`config.mk`:
```
export PLATFORM = sky130hd
export DESIGN_NAME = multicycle_controller_flat
export DESIGN_NICKNAME = d
export VERILOG_FILES = /design/src/rtl/multicycle_controller_if.sv /design/src/rtl/multicycle_controller.sv /design/src/flat_wrapper.sv
export SDC_FILE = /design/constraint.sdc
export NUM_CORES = 1
export LEC_CHECK = 0
export ABC_AREA = 1
export BUFFER_PORTS_ARGS = -buffer_cell sky130_fd_sc_hd__buf_2
export CORE_ASPECT_RATIO = 0.9
export CORE_MARGIN = 3
export CORE_UTILIZATION = 40
export DETAILED_ROUTE_END_ITERATION = 6
export GPL_TIMING_DRIVEN = 0
export PLACE_DENSITY = 0.62
export SKIP_LAST_GASP = 1
export SYNTH_ARGS = -nofsm -noshare
export SYNTH_HDL_FRONTEND = slang
export SYNTH_SLANG_ARGS = --single-unit
```
`constraint.sdc`:
```
create_clock -name clk -period 3.7 [get_ports clk]
set_input_delay 0.37 -clock clk [delete_from_list [all_inputs] [get_ports clk]]
set_output_delay 0.37 -clock clk [all_outputs]
set_load 0.02 [all_outputs]
```
`src/rtl/multicycle_controller_if.sv`:
```
// Control/status bundle between the multicycle MIPS controller and its datapath.
// The controller drives through the master modport; the datapath (or a bench) uses slave.
interface multicycle_controller_if #(
   parameter int RETIRE_W = 32
) ();
   logic [5:0]          op;
   logic [5:0]          funct;
   logic                zero;
   logic                mem_ready;
   logic                memreq;
   logic                memwrite;
   logic                iord;
   logic                irwrite;
   logic                pcen;
   logic [1:0]          pcsrc;
   logic                alusrca;
   logic [1:0]          alusrcb;
   logic                ori;
   logic                regdst;
   logic                memtoreg;
   logic                regwrite;
   logic [2:0]          alucontrol;
   logic                illegal;
   logic [3:0]          state;
   logic [RETIRE_W-1:0] instret;

   // Memory handshake: memreq stays high for the whole access; the access completes on the
   // rising edge where memreq and mem_ready are both high. mem_ready is ignored otherwise.
   modport master (
      input  op, funct, zero, mem_ready,
      output memreq, memwrite, iord, irwrite, pcen, pcsrc, alusrca, alusrcb, ori,
             regdst, memtoreg, regwrite, alucontrol, illegal, state, instret
   );

   modport slave (
      output op, funct, zero, mem_ready,
      input  memreq, memwrite, iord, irwrite, pcen, pcsrc, alusrca, alusrcb, ori,
             regdst, memtoreg, regwrite, alucontrol, illegal, state, instret
   );
endinterface

```
`src/rtl/multicycle_controller.sv`:
```
// Moore sequencer for the multicycle MIPS datapath: per-state selects and strobes,
// memory stalls, branch PC enable, illegal-encoding pulse and retired-instruction count.
module multicycle_controller #(
   parameter int RETIRE_W = 32
) (
   input  logic                     clk,
   input  logic                     reset,
   multicycle_controller_if.master  bus
);

   typedef enum logic [3:0] {
      S_FETCH   = 4'd0,
      S_DECODE  = 4'd1,
      S_MEMADR  = 4'd2,
      S_MEMRD   = 4'd3,
      S_MEMWB   = 4'd4,
      S_MEMWR   = 4'd5,
      S_RTYPEEX = 4'd6,
      S_RTYPEWB = 4'd7,
      S_BEQ     = 4'd8,
      S_BNE     = 4'd9,
      S_ADDIEX  = 4'd10,
      S_IMMWB   = 4'd11,
      S_ORIEX   = 4'd12,
      S_JUMP    = 4'd13
   } state_t;

   localparam logic [5:0] OP_RTYPE = 6'b000000;
   localparam logic [5:0] OP_LW    = 6'b100011;
   localparam logic [5:0] OP_SW    = 6'b101011;
   localparam logic [5:0] OP_BEQ   = 6'b000100;
   localparam logic [5:0] OP_BNE   = 6'b000101;
   localparam logic [5:0] OP_ADDI  = 6'b001000;
   localparam logic [5:0] OP_ORI   = 6'b001101;
   localparam logic [5:0] OP_J     = 6'b000010;

   localparam logic [2:0] ALU_ADD = 3'b010;
   localparam logic [2:0] ALU_SUB = 3'b110;
   localparam logic [2:0] ALU_AND = 3'b000;
   localparam logic [2:0] ALU_OR  = 3'b001;
   localparam logic [2:0] ALU_SLT = 3'b111;

   state_t              r_state;
   state_t              w_next_state;
   logic [RETIRE_W-1:0] r_instret;

   logic                w_op_ok;
   logic                w_funct_ok;
   logic [2:0]          w_funct_alu;
   logic                w_retire;

   logic                w_memreq;
   logic                w_memwrite;
   logic                w_iord;
   logic                w_irwrite;
   logic                w_pcwrite;
   logic                w_branch;
   logic                w_bne;
   logic [1:0]          w_pcsrc;
   logic                w_alusrca;
   logic [1:0]          w_alusrcb;
   logic                w_ori;
   logic                w_regdst;
   logic                w_memtoreg;
   logic                w_regwrite;
   logic [2:0]          w_alucontrol;
   logic                w_illegal;

   always_comb begin
      w_op_ok = 1'b0;
      case (bus.op)
         OP_LW, OP_SW, OP_RTYPE, OP_BEQ, OP_BNE, OP_ADDI, OP_ORI, OP_J: w_op_ok = 1'b1;
         default:                                                      w_op_ok = 1'b0;
      endcase
   end

   always_comb begin
      w_funct_ok  = 1'b1;
      w_funct_alu = ALU_ADD;
      case (bus.funct)
         6'b100000: w_funct_alu = ALU_ADD;
         6'b100010: w_funct_alu = ALU_SUB;
         6'b100100: w_funct_alu = ALU_AND;
         6'b100101: w_funct_alu = ALU_OR;
         6'b101010: w_funct_alu = ALU_SLT;
         default: begin
            w_funct_ok  = 1'b0;
            w_funct_alu = ALU_ADD;
         end
      endcase
   end

   // State register; reset takes effect immediately, not at the next edge.
   always_ff @(posedge clk or negedge reset) begin
      if (!reset) begin
         r_state <= S_FETCH;
      end else begin
         r_state <= w_next_state;
      end
   end

   always_comb begin
      w_next_state = S_FETCH;
      case (r_state)
         S_FETCH:   w_next_state = bus.mem_ready ? S_DECODE : S_FETCH;
         S_DECODE: begin
            case (bus.op)
               OP_LW, OP_SW: w_next_state = S_MEMADR;
               OP_RTYPE:     w_next_state = S_RTYPEEX;
               OP_BEQ:       w_next_state = S_BEQ;
               OP_BNE:       w_next_state = S_BNE;
               OP_ADDI:      w_next_state = S_ADDIEX;
               OP_ORI:       w_next_state = S_ORIEX;
               OP_J:         w_next_state = S_JUMP;
               default:      w_next_state = S_FETCH;
            endcase
         end
         S_MEMADR:  w_next_state = (bus.op == OP_LW) ? S_MEMRD : S_MEMWR;
         S_MEMRD:   w_next_state = bus.mem_ready ? S_MEMWB : S_MEMRD;
         S_MEMWB:   w_next_state = S_FETCH;
         S_MEMWR:   w_next_state = bus.mem_ready ? S_FETCH : S_MEMWR;
         S_RTYPEEX: w_next_state = w_funct_ok ? S_RTYPEWB : S_FETCH;
         S_RTYPEWB: w_next_state = S_FETCH;
         S_BEQ:     w_next_state = S_FETCH;
         S_BNE:     w_next_state = S_FETCH;
         S_ADDIEX:  w_next_state = S_IMMWB;
         S_ORIEX:   w_next_state = S_IMMWB;
         S_IMMWB:   w_next_state = S_FETCH;
         S_JUMP:    w_next_state = S_FETCH;
         default:   w_next_state = S_FETCH;
      endcase
   end

   always_comb begin
      w_memreq     = 1'b0;
      w_memwrite   = 1'b0;
      w_iord       = 1'b0;
      w_irwrite    = 1'b0;
      w_pcwrite    = 1'b0;
      w_branch     = 1'b0;
      w_bne        = 1'b0;
      w_pcsrc      = 2'b00;
      w_alusrca    = 1'b0;
      w_alusrcb    = 2'b00;
      w_ori        = 1'b0;
      w_regdst     = 1'b0;
      w_memtoreg   = 1'b0;
      w_regwrite   = 1'b0;
      w_alucontrol = ALU_ADD;
      w_illegal    = 1'b0;
      case (r_state)
         S_FETCH: begin
            // PC+4 is written back in the same cycle the instruction register loads.
            w_memreq  = 1'b1;
            w_alusrcb = 2'b01;
            w_irwrite = bus.mem_ready;
            w_pcwrite = bus.mem_ready;
         end
         S_DECODE: begin
            w_alusrcb = 2'b11;
            w_illegal = ~w_op_ok;
         end
         S_MEMADR: begin
            w_alusrca = 1'b1;
            w_alusrcb = 2'b10;
         end
         S_MEMRD: begin
            w_memreq = 1'b1;
            w_iord   = 1'b1;
         end
         S_MEMWB: begin
            w_regwrite = 1'b1;
            w_memtoreg = 1'b1;
         end
         S_MEMWR: begin
            w_memreq   = 1'b1;
            w_memwrite = 1'b1;
            w_iord     = 1'b1;
         end
         S_RTYPEEX: begin
            w_alusrca    = 1'b1;
            w_alucontrol = w_funct_alu;
            w_illegal    = ~w_funct_ok;
         end
         S_RTYPEWB: begin
            w_regwrite = 1'b1;
            w_regdst   = 1'b1;
         end
         S_BEQ: begin
            w_alusrca    = 1'b1;
            w_alucontrol = ALU_SUB;
            w_pcsrc      = 2'b01;
            w_branch     = 1'b1;
         end
         S_BNE: begin
            w_alusrca    = 1'b1;
            w_alucontrol = ALU_SUB;
            w_pcsrc      = 2'b01;
            w_bne        = 1'b1;
         end
         S_ADDIEX: begin
            w_alusrca = 1'b1;
            w_alusrcb = 2'b10;
         end
         S_ORIEX: begin
            w_alusrca    = 1'b1;
            w_alusrcb    = 2'b10;
            w_alucontrol = ALU_OR;
            w_ori        = 1'b1;
         end
         S_IMMWB: begin
            w_regwrite = 1'b1;
         end
         S_JUMP: begin
            w_pcsrc   = 2'b10;
            w_pcwrite = 1'b1;
         end
         default: begin
            w_alucontrol = ALU_ADD;
         end
      endcase
   end

   always_comb begin
      w_retire = 1'b0;
      case (r_state)
         S_MEMWB, S_RTYPEWB, S_IMMWB, S_BEQ, S_BNE, S_JUMP: w_retire = 1'b1;
         S_MEMWR:                                         w_retire = bus.mem_ready;
         default:                                         w_retire = 1'b0;
      endcase
   end

   always_ff @(posedge clk or negedge reset) begin
      if (!reset) begin
         r_instret <= '0;
      end else if (w_retire) begin
         r_instret <= r_instret + 1'b1;
      end
   end

   // Side-effecting strobes are masked while reset is held so nothing fires during reset.
   assign bus.memreq     = w_memreq   & reset;
   assign bus.memwrite   = w_memwrite & reset;
   assign bus.irwrite    = w_irwrite  & reset;
   assign bus.pcen       = (w_pcwrite | (w_branch & bus.zero) | (w_bne & ~bus.zero)) & reset;
   assign bus.regwrite   = w_regwrite & reset;
   assign bus.illegal    = w_illegal  & reset;
   assign bus.iord       = w_iord;
   assign bus.pcsrc      = w_pcsrc;
   assign bus.alusrca    = w_alusrca;
   assign bus.alusrcb    = w_alusrcb;
   assign bus.ori        = w_ori;
   assign bus.regdst     = w_regdst;
   assign bus.memtoreg   = w_memtoreg;
   assign bus.alucontrol = w_alucontrol;
   assign bus.state      = r_state;
   assign bus.instret    = r_instret;

endmodule
```
`src/flat_wrapper.sv`:
```
// flat-port wrapper written by rule: the top's interface ports become plain ports
module multicycle_controller_flat 
#(
   parameter int RETIRE_W = 32
)
  (clk, reset, bus_op, bus_funct, bus_zero, bus_mem_ready, bus_memreq, bus_memwrite, bus_iord, bus_irwrite, bus_pcen, bus_pcsrc, bus_alusrca, bus_alusrcb, bus_ori, bus_regdst, bus_memtoreg, bus_regwrite, bus_alucontrol, bus_illegal, bus_state, bus_instret);
  multicycle_controller_if #(.RETIRE_W(RETIRE_W)) bus_i ();
  input  logic clk;
  input  logic reset;
  input wire logic [$bits(bus_i.op)-1:0] bus_op;
  input wire logic [$bits(bus_i.funct)-1:0] bus_funct;
  input wire logic [$bits(bus_i.zero)-1:0] bus_zero;
  input wire logic [$bits(bus_i.mem_ready)-1:0] bus_mem_ready;
  output wire logic [$bits(bus_i.memreq)-1:0] bus_memreq;
  output wire logic [$bits(bus_i.memwrite)-1:0] bus_memwrite;
  output wire logic [$bits(bus_i.iord)-1:0] bus_iord;
  output wire logic [$bits(bus_i.irwrite)-1:0] bus_irwrite;
  output wire logic [$bits(bus_i.pcen)-1:0] bus_pcen;
  output wire logic [$bits(bus_i.pcsrc)-1:0] bus_pcsrc;
  output wire logic [$bits(bus_i.alusrca)-1:0] bus_alusrca;
  output wire logic [$bits(bus_i.alusrcb)-1:0] bus_alusrcb;
  output wire logic [$bits(bus_i.ori)-1:0] bus_ori;
  output wire logic [$bits(bus_i.regdst)-1:0] bus_regdst;
  output wire logic [$bits(bus_i.memtoreg)-1:0] bus_memtoreg;
  output wire logic [$bits(bus_i.regwrite)-1:0] bus_regwrite;
  output wire logic [$bits(bus_i.alucontrol)-1:0] bus_alucontrol;
  output wire logic [$bits(bus_i.illegal)-1:0] bus_illegal;
  output wire logic [$bits(bus_i.state)-1:0] bus_state;
  output wire logic [$bits(bus_i.instret)-1:0] bus_instret;
  assign bus_i.op = bus_op;
  assign bus_i.funct = bus_funct;
  assign bus_i.zero = bus_zero;
  assign bus_i.mem_ready = bus_mem_ready;
  assign bus_memreq = bus_i.memreq;
  assign bus_memwrite = bus_i.memwrite;
  assign bus_iord = bus_i.iord;
  assign bus_irwrite = bus_i.irwrite;
  assign bus_pcen = bus_i.pcen;
  assign bus_pcsrc = bus_i.pcsrc;
  assign bus_alusrca = bus_i.alusrca;
  assign bus_alusrcb = bus_i.alusrcb;
  assign bus_ori = bus_i.ori;
  assign bus_regdst = bus_i.regdst;
  assign bus_memtoreg = bus_i.memtoreg;
  assign bus_regwrite = bus_i.regwrite;
  assign bus_alucontrol = bus_i.alucontrol;
  assign bus_illegal = bus_i.illegal;
  assign bus_state = bus_i.state;
  assign bus_instret = bus_i.instret;
  multicycle_controller #(.RETIRE_W(RETIRE_W)) u_core (.clk(clk), .reset(reset), .bus(bus_i));
endmodule
```
==> results.txt <==
The flow ran to the end, and the final reports show no timing, DRC or antenna violations. On the critical path, the stage with the largest delay is an instance of sky130_fd_sc_hd__o21ai_0. Counting every sink on the clock net gives 36. For this run, the top clock speed supported by timing is 454 MHz. For this run, the slowest stage of the critical path takes 0.39 ns.

Internal power comes to 0.000684 W. The run gives 1.74 nW as the leakage component of the power. The total area inside the core boundary comes to 0.00632 mm². Setup repair after global routing left no endpoint under its margin. Global routing finished with a remaining overflow of 0. The routed wire length per instance was 12.2 µm. The later-pin clock latency in the skew report came out at 0.28 ns.

The tools report the post-synthesis cell area as 0.00268 mm². In this run, synthesis produced a sequential element count of 36. In this run, distinct cell masters in the synthesized netlist total 24.

For the worst setup path, the data required time is 3.33 ns. IR analysis of the VDD net gives a maximum drop of 0.126 mV. In the synthesized netlist, the number of instances is 433. The maximum clock path buffer count was 2; the starting density of the core was 42.5%. Global routing used 20.0% of the available tracks across all layers.

The HPWL after detailed placement came out at 5.80 mm. The tools report the area of the die as 0.00773 mm². The largest total area in the synthesized netlist belongs to sky130_fd_sc_hd__dfrtp_1. In this run the worst path has a maximum fanout of 7.

TritonCTS built the clock tree. Count of buffers inserted at the top-level ports: 69. When the netlist entered floorplanning its net count stood at 450.

STA classifies the critical path endpoint as a primary output. The clock network accounts for 23.4% of the total power. Across all layers, the routed design uses 2807 vias. After clock tree synthesis, the clock-pin slew on the worst setup and hold paths is 0.07 ns. The transition time at the pin with the least slew margin is 0.848 ns. Headroom to the max-slew limit came out at 43.5%. For the number of pins with negative max-slew slack in the final report, the log shows 0.

Of the available clock period, the critical path in the final layout requires 59.6%. The overall routed net length was 7.26 mm; the total negative slack for setup checks was 0 ns. Traced cell by cell, the critical path runs through buf_2 -> nor2_1 -> inv_1 -> o21ai_0 -> nor2_1 -> nand2_1 -> buf_2. The total inserted antenna cells is 0. The logs give 33.6% for the portion of the post-synthesis area used by sequential elements and 0 for the hold violation total from the final report.

After layout, the worst setup slack is 1.50 ns. After synthesis, the largest area contributor takes up 33.6% of total cell area. The number of antenna violations at the first check in global routing is 0. In the post-synthesis netlist, the biggest area contributors are sky130_fd_sc_hd__dfrtp_1 (34%), sky130_fd_sc_hd__nand2_1 (23%), sky130_fd_sc_hd__nor2_1 (11%), sky130_fd_sc_hd__inv_1 (6.3%), sky130_fd_sc_hd__xor2_1 (5.9%). For the portion of total power attributed to sequential cells, the log shows 42.6%. Setup violations remaining at the end of the flow were counted as 0. In this run the vertical extent of the chip is 83.7 µm. Between clock sinks in the finished design, the worst skew comes to 0.00571 ns. The number of global-route vias before repair was 2695; the shortest period the worst path allows was 2.20 ns.

Path category of the worst min-delay check: primary input to asynchronous set/reset pin. The worst hold margin is 0.195 ns, and the net switching power is 0.000452 W. The power density normalized to cell area was 353 mW/mm²; the synthesis-to-finish area growth was 19.8%. The final-stage net count is 526. The x dimension of the die is 92.3 µm. The master cell of the clock root buffer was sky130_fd_sc_hd__clkbuf_8.

The library cell used most frequently in the layout, excluding fill and tap cells, is sky130_fd_sc_hd__nand2_1. During synthesis, Yosys emitted a total of 0 warnings. The number of clock buffers added by TritonCTS is 5.

The post-CTS setup repair buffer count was 0. The top cell types in the final layout, fill and taps aside, are sky130_fd_sc_hd__nand2_1 (163), sky130_fd_sc_hd__nor2_1 (81), sky130_fd_sc_hd__buf_2 (72). The global-route wire length before repair was 12.7 mm.

In the routed layout, each cell is associated on average with a via count of 4.71. The run gives 131 as the DRC marker count from the first detailed-route iteration. The tools report the global placer's final weighted congestion as 0.937.

The H-tree was split into 2 levels. Type of the worst setup path: register to primary output. Of the total power, the share spent switching nets is 39.8%. The synthesized area per cell is 6.20 µm², and the final-layout fill cell count is 681. Site row count: 27.

The logs give 4 for the detailed-routing iteration count for the pre-antenna-repair pass and 34.0% for the combinational share of power. Data on the critical path arrives at its endpoint at 1.83 ns. Hold repair after CTS inserted 0 buffers. The DRC violation count after routing was 0.

The number of cells upsized or downsized after cts is 0. The worst setup path is launched from a register. The number of primary I/O pins was 70; the largest net degree at the start of global routing was 39.

For the post-place setup slack, the log shows 1.59 ns. For the number of max-cap violations, the log shows 0. Once detail routing completed, the nets flagged for antenna violations numbered 0. The fraction of layout cells with a size suffix above 1 came out at 19.8%.
## layer usage
metal  up-vias  share of wire (%)  global-route usage [%]
li1       1492                  -                       -
met1      1255                 50                    28.3
met2        56                 44                    32.0
met3         4                4.7                    3.07
met4         0               0.76                    4.32
met5         -                  0                       0
## worst max-delay path, delay by kind of cell, from the launching register on
family	cells	cell delay, ns
and+or+nand+nor	3	0.37
AOI/OAI and AO/OA	1	0.39
DFF	1	0.38
buffers and inverters	3	0.40
## sequential cells by signal, summed over array words and instances (netlist names)
name and count:
u_core.bus.instret 32, u_core.bus.state 4
## final timing paths
check / from / to / slack, ns / cells past startpoint
worst max register to register: u_core.bus.instret[0]$_DFFE_PN0P_ / u_core.bus.instret[18]$_DFFE_PN0P_ / 1.78 / 7
max in group asynchronous: reset / u_core.bus.instret[23]$_DFFE_PN0P_ / 2.97 / 1
worst min register to register: u_core.bus.instret[31]$_DFFE_PN0P_ / u_core.bus.instret[31]$_DFFE_PN0P_ / 0.52 / 2
worst min-delay path: reset / u_core.bus.instret[5]$_DFFE_PN0P_ / 0.19 / 1
worst max-delay path: u_core.bus.state[0]$_DFF_PN0_ / bus_alusrcb[1] / 1.50 / 7
min in group clk: bus_mem_ready / u_core.bus.state[0]$_DFF_PN0_ / 0.44 / 4
## logic make-up (layout without fill, tap and decap cells)
logic type,Yosys count,count (layout),share of synthesized area [%]
AND/OR/NAND/NOR,306,306,48.2
buffers and inverters,55,131,8.39
flip-flops,36,36,33.6
XOR/XNOR,18,18,5.87
AO/OA/AOI/OAI,17,17,3.50
adder cells (fa/ha/maj),1,1,0.466
## final cells by class
class / instances / area [µm²] / area share [%]
multi-input cells: 342 / 1560 / 48.4
flip-flops and latches: 36 / 901 / 28.0
plain buffers: 6 / 41.3 / 1.28
inverters: 49 / 184 / 5.72
clock inverters: 1 / 5.00 / 0.156
well taps: 87 / 109 / 3.39
clock buffers: 6 / 72.6 / 2.26
repair buffers: 69 / 345 / 10.7
## power by group through the flow
| stage | sequential [W] | combinational, W | clock, W |
|---|---|---|---|
| 2_1_floorplan | 0.000530 | 0.000219 | 0 |
| 3_3_place_gp | 0.000489 | 0.000383 | 0 |
| 3_5_place_dp | 0.000491 | 0.000389 | 0 |
| 4_1_cts | 0.000484 | 0.000390 | 0.000273 |
| 5_1_grt | 0.000492 | 0.000437 | 0.000294 |
| 6_report | 0.000484 | 0.000386 | 0.000265 |
## cell usage after synthesis
cell type / n
sky130_fd_sc_hd__nand2_1: 163
sky130_fd_sc_hd__nor2_1: 81
sky130_fd_sc_hd__inv_1: 45
sky130_fd_sc_hd__dfrtp_1: 36
sky130_fd_sc_hd__nand3_1: 24
sky130_fd_sc_hd__xor2_1: 18
sky130_fd_sc_hd__nand4_1: 11
sky130_fd_sc_hd__nand2_2: 10
sky130_fd_sc_hd__nand3b_1: 10
sky130_fd_sc_hd__o21ai_0: 8
sky130_fd_sc_hd__a21oi_1: 4
sky130_fd_sc_hd__inv_2: 4
sky130_fd_sc_hd__nor2_2: 4
sky130_fd_sc_hd__buf_2: 3
sky130_fd_sc_hd__buf_4: 2
sky130_fd_sc_hd__o22ai_1: 2
sky130_fd_sc_hd__a21boi_0: 1
sky130_fd_sc_hd__a31oi_1: 1
sky130_fd_sc_hd__buf_6: 1
sky130_fd_sc_hd__ha_1: 1
sky130_fd_sc_hd__nand3_2: 1
sky130_fd_sc_hd__nor2_4: 1
sky130_fd_sc_hd__nor3_1: 1
sky130_fd_sc_hd__o21bai_1: 1
## stage by stage
stage | utilization (%) | total power [W] | area, µm² | cells
6_report | 50.9 | 0.00114 | 3220 | 596
5_1_grt | 50.9 | 0.00122 | 3220 | 596
4_1_cts | 50.9 | 0.00115 | 3220 | 596
3_5_place_dp | 49.7 | 0.000881 | 3140 | 589
3_3_place_gp | 49.7 | 0.000872 | 3140 | 589
2_1_floorplan | - | 0.000749 | 2680 | 433
(Power assumes the default switching activity.)
